`src/rtl/multiword_add_seq.sv`:
```
// multiword_add_seq
//
// Performs one W-bit addition (W = N*K) by reusing a single N-bit chunk adder
// over K clock cycles. The least-significant chunk is processed first, and the
// carry is chained from one chunk to the next. Operands arrive on a valid/ready
// input handshake. The sum and the c/o/z flags leave on a valid/ready output
// handshake.
//
// Optional build macro:
//   SUB_EN - when defined, in_sub is sampled at the accept edge and selects
//            x - y, computed as x + ~y + 1. When undefined, in_sub is ignored
//            and every operation is an add with carry-in 0.
//
// Parameters:
//   N - chunk width of the shared adder in bits (N >= 1)
//   K - number of chunks per operation (K >= 1)
//
// Ports:
//   clk        rising-edge clock
//   rst_n      asynchronous active-low reset
//   in_valid   operand pair valid
//   in_ready   block can accept operands (IDLE only)
//   in_x       operand x, W bits
//   in_y       operand y, W bits
//   in_sub     subtract request (effective only with SUB_EN)
//   out_valid  result valid (DONE only)
//   out_ready  consumer accepts the result
//   out_s      sum, W bits
//   out_c      carry out of bit W-1 (no-borrow when subtracting)
//   out_o      signed overflow
//   out_z      out_s == 0
//   busy       high in RUN or DONE
module multiword_add_seq #(
  parameter int N = 4,
  parameter int K = 4
) (
  input  logic             clk,
  input  logic             rst_n,
  input  logic             in_valid,
  output logic             in_ready,
  input  logic [N*K-1:0]   in_x,
  input  logic [N*K-1:0]   in_y,
  input  logic             in_sub,
  output logic             out_valid,
  input  logic             out_ready,
  output logic [N*K-1:0]   out_s,
  output logic             out_c,
  output logic             out_o,
  output logic             out_z,
  output logic             busy
);

  localparam int CW = (K > 1) ? $clog2(K) : 1;

  typedef enum logic [1:0] {IDLE, RUN, DONE} state_t;

  state_t                 state_q, state_d;
  logic [CW-1:0]          cnt_q;
  logic                   carry_q;

  // Operands and result are kept as chunk arrays so the running chunk can be
  // selected directly by the chunk counter.
  logic [K-1:0][N-1:0]    x_q;
  logic [K-1:0][N-1:0]    y_q;
  logic [K-1:0][N-1:0]    s_q;
  logic [K-1:0][N-1:0]    s_next;
  logic [N:0]             chunk_sum;
  logic                   last_chunk;
  logic                   sub_sel;

`ifdef SUB_EN
  assign sub_sel = in_sub;
`else
  logic unused_in_sub;
  assign unused_in_sub = in_sub;
  assign sub_sel       = 1'b0;
`endif

  assign out_s      = s_q;
  assign last_chunk = (cnt_q == CW'(K - 1));

  // One chunk of the add. s_next is the whole result with the current chunk
  // already merged in, so the final cycle can derive z and o from the
  // complete word before it is registered.
  always_comb begin
    chunk_sum       = {1'b0, x_q[cnt_q]} + {1'b0, y_q[cnt_q]} + {{N{1'b0}}, carry_q};
    s_next          = s_q;
    s_next[cnt_q]   = chunk_sum[N-1:0];
  end

  // State register.
  always_ff @(posedge clk or negedge rst_n) begin
    if (!rst_n) begin
      state_q <= IDLE;
    end else begin
      state_q <= state_d;
    end
  end

  // Next-state and handshake outputs. Retiring a result in DONE always passes
  // through IDLE, so no operation is accepted on the retirement edge.
  always_comb begin
    state_d   = state_q;
    in_ready  = 1'b0;
    out_valid = 1'b0;
    busy      = 1'b0;
    case (state_q)
      IDLE: begin
        in_ready = 1'b1;
        if (in_valid) state_d = RUN;
      end
      RUN: begin
        busy = 1'b1;
        if (last_chunk) state_d = DONE;
      end
      DONE: begin
        busy      = 1'b1;
        out_valid = 1'b1;
        if (out_ready) state_d = IDLE;
      end
      default: state_d = IDLE;
    endcase
  end

  // Datapath. Subtraction stores ~y and seeds the carry with 1. The carry out
  // of the top chunk only reaches out_c and is never fed back into chunk 0.
  // out_s and the flags hold their last values outside RUN.
  always_ff @(posedge clk or negedge rst_n) begin
    if (!rst_n) begin
      x_q     <= '0;
      y_q     <= '0;
      s_q     <= '0;
      cnt_q   <= '0;
      carry_q <= 1'b0;
      out_c   <= 1'b0;
      out_o   <= 1'b0;
      out_z   <= 1'b0;
    end else begin
      case (state_q)
        IDLE: begin
          if (in_valid) begin
            x_q     <= in_x;
            y_q     <= sub_sel ? ~in_y : in_y;
            carry_q <= sub_sel;
            cnt_q   <= '0;
          end
        end
        RUN: begin
          s_q     <= s_next;
          carry_q <= chunk_sum[N];
          cnt_q   <= cnt_q + CW'(1);
          if (last_chunk) begin
            out_c <= chunk_sum[N];
            out_o <= ~(x_q[K-1][N-1] ^ y_q[K-1][N-1]) & (s_next[K-1][N-1] ^ x_q[K-1][N-1]);
            out_z <= (s_next == '0);
          end
        end
        default: ;
      endcase
    end
  end

endmodule

```
`config.mk`:
```
export PLATFORM = sky130hd
export DESIGN_NAME = multiword_add_seq
export DESIGN_NICKNAME = d
export VERILOG_FILES = /design/src/rtl/multiword_add_seq.sv
export SDC_FILE = /design/constraint.sdc
export NUM_CORES = 1
export LEC_CHECK = 0
export BUFFER_PORTS_ARGS = -buffer_cell sky130_fd_sc_hd__buf_4
export CORE_AREA = 2 2 90 66
export CTS_CLUSTER_SIZE = 14
export DETAILED_ROUTE_END_ITERATION = 6
export DIE_AREA = 0 0 92 68
export MAX_ROUTING_LAYER = met4
export PLACE_DENSITY = 0.85
export SYNTH_ARGS = -nofsm -noshare
export SYNTH_HDL_FRONTEND = slang
export SYNTH_SLANG_ARGS = --single-unit
```
`constraint.sdc`:
```
create_clock -name clk -period 3.8 [get_ports clk]
set_input_delay 0 -clock clk [delete_from_list [all_inputs] [get_ports clk]]
set_output_delay 0 -clock clk [all_outputs]
set_load 0.02 [all_outputs]
```
# Yosys cells after proc, flatten, opt, wreduce, memory -nomap -nowiden
# Index checks and enable logic that the tools add are counted.
[op_classes] n_shift=0 bitwise=4 reduce_logical=9 div=0 mux=18 n_eq_ne=6 n_lt_le_gt_ge=2 mul=0 addsub=3
[op_table] cell="binary-select mux 4 bit (select 2 bit)" n=2
[op_table] cell="bitwise mux 16 bit" n=1
[op_table] cell="zero test 16 bit" n=1
[op_table] cell="2-to-1 mux 4 bit" n=3
[op_table] cell="demux 4 bit (select 2 bit)" n=1
[op_table] cell="2-to-1 mux 2 bit" n=4
[op_table] cell="inequality test 2 bit (second input constant)" n=3
[op_table] cell="case mux 2 bit (3 select lines)" n=1
[op_table] cell="AND reduction 2 bit" n=3
[op_table] cell="adder 4 x 4 -> 5 bit" n=1
[op_table] cell="adder 5 x 1 -> 5 bit" n=1
[op_table] cell="== test 2 bit (second input constant)" n=2
[op_table] cell="2-to-1 mux 1 bit" n=4
[op_table] cell="case mux 2 bit (2 select lines)" n=1
[op_table] cell="< comparator 2 x 3 -> 1 bit (second input constant)" n=1
[op_table] cell="AND reduction 3 bit" n=1
[op_table] cell="adder 2 x 1 -> 2 bit (second input constant)" n=1
[op_table] cell="== test 2 x 1 -> 1 bit (second input constant)" n=1
[op_table] cell=">= comparator 2 x 1 -> 1 bit (second input constant)" n=1
[op_table] cell="zero test 2 bit" n=1
[op_table] cell="case mux 1 bit (2 select lines)" n=1
[op_table] cell="nonzero test 2 bit" n=1
[op_table] cell="OR reduction 2 bit" n=1
[op_table] cell="bitwise XOR 1 bit" n=2
[op_table] cell="other kinds (3)" n=3
[word_totals] mem_bits_rw=0 input_bits=37 output_inout_bits=22 ff_bits=56 rom_bits=0 n_memories=0 latch_bits=0

# Longest topological paths before layout
[logic_depth] word_depth=7 mapped_depth=10

# Worst setup path before layout
# No wires, ideal clock.
[synth_timing] path_kind="reg-to-reg" start="register cnt_q[0]" end="register out_z" synth_period_minus_slack_ps=2660 n_path_buf=1 slack_ps=1140 path_stages_with_launch=11 arrival_time_ps=2557 required_ps=3696 setup_time_ps=104 cell_sequence="dfrtp_1 -> buf_2 -> mux4_2 -> inv_1 -> fa_1 -> inv_1 -> fa_1 -> xnor2_2 -> o2111a_1 -> o2111ai_1 -> o41ai_2"
[synth_via] elab_chain_cells=6
[synth_lines] element="from (decl)" line_no="58" rtl="logic [CW-1:0] cnt_q;"
[synth_lines] element="from (signal assigned)" line_no="151" rtl="cnt_q <= cnt_q + CW'(1);"
[synth_lines] element="binary-select mux 4 bit (select 2 bit), or another cell as far along" line_no="86" rtl="chunk_sum = {1'b0, x_q[cnt_q]} + {1'b0, y_q[cnt_q]} + {{N{1'b0}}, carry_q};"
[synth_lines] element="2-to-1 mux 4 bit (implied by the code) or logical AND 1 bit (tied branches)" line_no="86, 88"
[synth_lines] element="adder 4 x 4 -> 5 bit or 2-to-1 mux 4 bit (tied branches)" line_no="86, 88"
[synth_lines] element="adder 5 x 1 -> 5 bit or demux 4 bit (select 2 bit) (tied branches)" line_no="86, 88"
[synth_lines] element="bitwise mux 16 bit" line_no="88" rtl="s_next[cnt_q] = chunk_sum[N-1:0];"
[synth_lines] element="zero test 16 bit" line_no="155" rtl="out_z <= (s_next == '0);"
[synth_lines] element="to (signal assigned)" line_no="155"
[synth_lines] element="to (decl)" line_no="49" rtl="output logic out_z,"
# Several ways; a longest one is shown, not always the timed one. The select of a mux whose other input is x is not followed.
# A chain may end at the register's enable or synchronous reset.

# Final worst setup path
# Same ends and word-level chain as after synthesis.

==> out/qor.csv <==
stage,metric,value,unit
run_status,status,completed,
place,place_area,3140,um2
critical_path,cp.required,4.00,ns
critical_path,crit_buf_inv,2,
run,maxCapViolCount,0,
critical_path,max_stage_delay,0.76,ns
timing,period_needed,3.05,ns
final_layout,fin_util,0.656,
floorplan,core,5470,um2
global_route,antenna_found_initial,0,
critical_path,crit_chain,"mux4_2, inv_1, fa_1, inv_1, fa_1, xnor2_2, o2111a_1, o2111ai_1, o41ai_2",
critical_path,start_kind,register,
place,io_buffers,57,
yosys,ys_types,33,
clock_network,cts_root_buffer,clkbuf_8,
routing,vias_per_cell,5.07,
yosys,ys.warnings.count,0,
routing,drc,0,
yosys,synthAdderAreaFrac,0.0625,
floorplan,start_util,0.483,
yosys,synth_cells,204,
hold_path,min_path_type,in -> reg,
final_layout,stdcell_area,3590,um2
yosys,synth_top_family_by_area,multiplexers,
yosys,yosys.area_share.simple,0.0635,
global_route,grt.total_usage,0.191,
power,power_density,922,nW/um2
final_layout,antennaDiodeCount,0,
yosys,ys_seq_area_frac,0.531,
routing,wl,5330,um
clock_network,cts_resized,0,
clock_network,clock-sinks,56,
final_layout,syn2layout_area_growth,35.8,%
timing,finalMaxSlewViolations,0,
critical_path,r2r_slack,0.75,ns
yosys,synth_seq_cells,56,
power,total_power,3.31,mW
clock_network,cts_tree,yes,
power,power_leakage,1.66,nW
timing,whs,0.137,ns
final_layout,num-nets-final,345,
routing,ant_nets,0,
routing,vias,1886,
routing,drt_pass1_iterations,4,
global_route,grt_pass1_vias,1882,
yosys,muxShareOfSynthArea,0.226,
routing,drtIter0Drc,70,
clock_network,clk_pin_slew,0.09,ns
timing,hold_violations,0,
clock_network,clock_latency,0.30,ns
yosys,synth_compound_area_frac,0.0820,
critical_path,crit_fanout,13,
clock_network,post_cts_buffers,0,
timing,rsz0062_at_grt,false,
critical_path,cp_top_family,flip-flops,
floorplan,die_width,92,um
clock_network,cts_hold_buf,34,
place,detailed_place_hpwl,3790,um
yosys,syn_nets,253,
timing,period_share,0.803,
floorplan,io-pin-count,59,
timing,setup_tns,0,ns
clock_network,cts_buffers,5,
floorplan,die_y,68,um
clock_network,h-tree-depth,2,
global_route,grt_overflow,0,
final_layout,drive_above_1_share,0.384,
floorplan,rows,23,
critical_path,crit_arrival,3.25,ns
critical_path,cpMaxStageDelayCell,dfrtp_1,
routing,post_drt_wl_per_cell,14.3,um
clock_network,cts_buffer_depth,2,
timing,finClkSkew,0.00735,ns
yosys,synth_xor_area_frac,0.00616,
yosys,synthesis.area,2640,um2
place,place_congestion,0.818,
global_route,grt_pass1_wl,9060,um
timing,clock.fmax,0.328,GHz
critical_path,cp-end-kind,register,
floorplan,dieArea,6260,um2
timing,relSlewSlack,0.537,
timing,setup_viol,0,
critical_path,critical_path_class,reg -> reg,
yosys,syn_avg_cell_area,12.9,um2
power,vdd_drop_max,0.463,mV
global_route,grt_start_max_net_pins,57,
timing,worst_slew_pin_slew,0.694,ns
power by group:
part | total [mW] | internal [mW] | switching [mW]
Combinational | 1.83 | 0.890 | 0.939
Sequential | 1.10 | 0.884 | 0.217
Clock | 0.377 | 0.196 | 0.181
Total | 3.31 | 1.97 | 1.34
layer usage:
metal / track usage / share of wire / vias to the layer above / routed length (um)
met5: - / 0 / - / 0
met4: 0.0410 / 0.0075 / 0 / 40
met3: 0.0363 / 0.052 / 6 / 276
met2: 0.308 / 0.46 / 54 / 2480
met1: 0.258 / 0.48 / 915 / 2540
li1: - / - / 911 / -
logic make-up after synthesis:
group,count (synthesis)
AND/OR/NAND/NOR,37
multiplexers,45
AO/OA/AOI/OAI,34
XOR/XNOR,1
buffers and inverters,19
flip-flops,56
adder cells (fa/ha/maj),12
sequential cells by signal, indices dropped and copies added (netlist names):
| register | count |
|---|---|
| carry_q | 1 |
| cnt_q | 2 |
| out_c | 1 |
| out_o | 1 |
| out_s | 16 |
| out_z | 1 |
| state_q | 2 |
| x_q | 16 |
| y_q | 16 |
per-stage QoR:
step / instances / setup slack, ns
finish: 372 / 0.747
detailed placement: 330 / 0.732
global placement: 330 / 0.777
CTS: 372 / 0.693
global route: 372 / 0.535
floorplan: 204 / 1.14
synthesized netlist by cell type (all sizes together):
cell | instances | share of area
o2111a | 1 | 0.0043
a21o | 1 | 0.0028
o41ai | 1 | 0.0062
nor2b | 1 | 0.0024
a21boi | 1 | 0.0028
clkbuf | 2 | 0.0028
xnor2 | 1 | 0.0062
a211oi | 1 | 0.0028
o2111ai | 1 | 0.0033
inv | 12 | 0.017
nand2b | 1 | 0.0024
nand2 | 24 | 0.034
or3 | 1 | 0.0024
a31oi | 1 | 0.0024
and3b | 1 | 0.0033
nand3b | 1 | 0.0028
or2 | 1 | 0.0033
ha | 10 | 0.047
dfrtp | 56 | 0.53
a21oi | 5 | 0.0095
mux4 | 8 | 0.068
o22ai | 1 | 0.0024
o21ai | 18 | 0.034
buf | 5 | 0.0095
a22oi | 1 | 0.0028
nor2 | 3 | 0.0043
fa | 2 | 0.015
nor4 | 2 | 0.0047
nor3 | 2 | 0.0038
a32o | 1 | 0.0038
o211ai | 1 | 0.0047
mux2 | 37 | 0.16
cells in the final DEF (no fill, tap or decap), types with 2 or more instances in the layout:
master and count:
nand2_1 24, nor2_1 3, o21ai_0 14, nor4_1 2, mux4_2 8, inv_1 12
fa_1 2, dfrtp_1 56, a21oi_1 5, buf_4 58, ha_1 10, mux2_2 37
dlygate4sd3_1 34, o21ai_1 4, nor3_1 2, clkbuf_8 5
final timing paths:
check,end,startpoint,depth (start not counted)
worst max-delay path,out_z$_DFFE_PN0P_,cnt_q[0]$_DFFE_PN0P_,9
worst min-delay path,state_q[0]$_DFFE_PN0P_,out_ready,4
worst max register to register,out_z$_DFFE_PN0P_,cnt_q[0]$_DFFE_PN0P_,9
worst min register to register,out_s[15]$_DFFE_PN0P_,out_s[15]$_DFFE_PN0P_,2
max in group asynchronous,x_q[1]$_DFFE_PN0P_,rst_n,2
min in group asynchronous,out_s[0]$_DFFE_PN0P_,rst_n,2
area by class of cell:
| type | instances | area [um2] |
|---|---|---|
| Clock buffer | 6 | 72.6 |
| Clock inverter | 2 | 35.0 |
| Fill cell | 421 | 1880 |
| Inverter | 12 | 45.0 |
| Multi-Input combinational cell | 129 | 1160 |
| Sequential cell | 56 | 1400 |
| Tap cell | 75 | 93.8 |
| Timing Repair Buffer | 92 | 776 |
worst register-to-register path: stages (launching register included):
cell and delay (ns):
dfrtp_1 0.76, mux4_2 0.59, inv_1 0.09, fa_1 0.20, inv_1 0.06, fa_1 0.41
xnor2_2 0.28, o2111a_1 0.22, o2111ai_1 0.13, o41ai_2 0.21
Note: power is estimated with default switching activity, not from simulation.
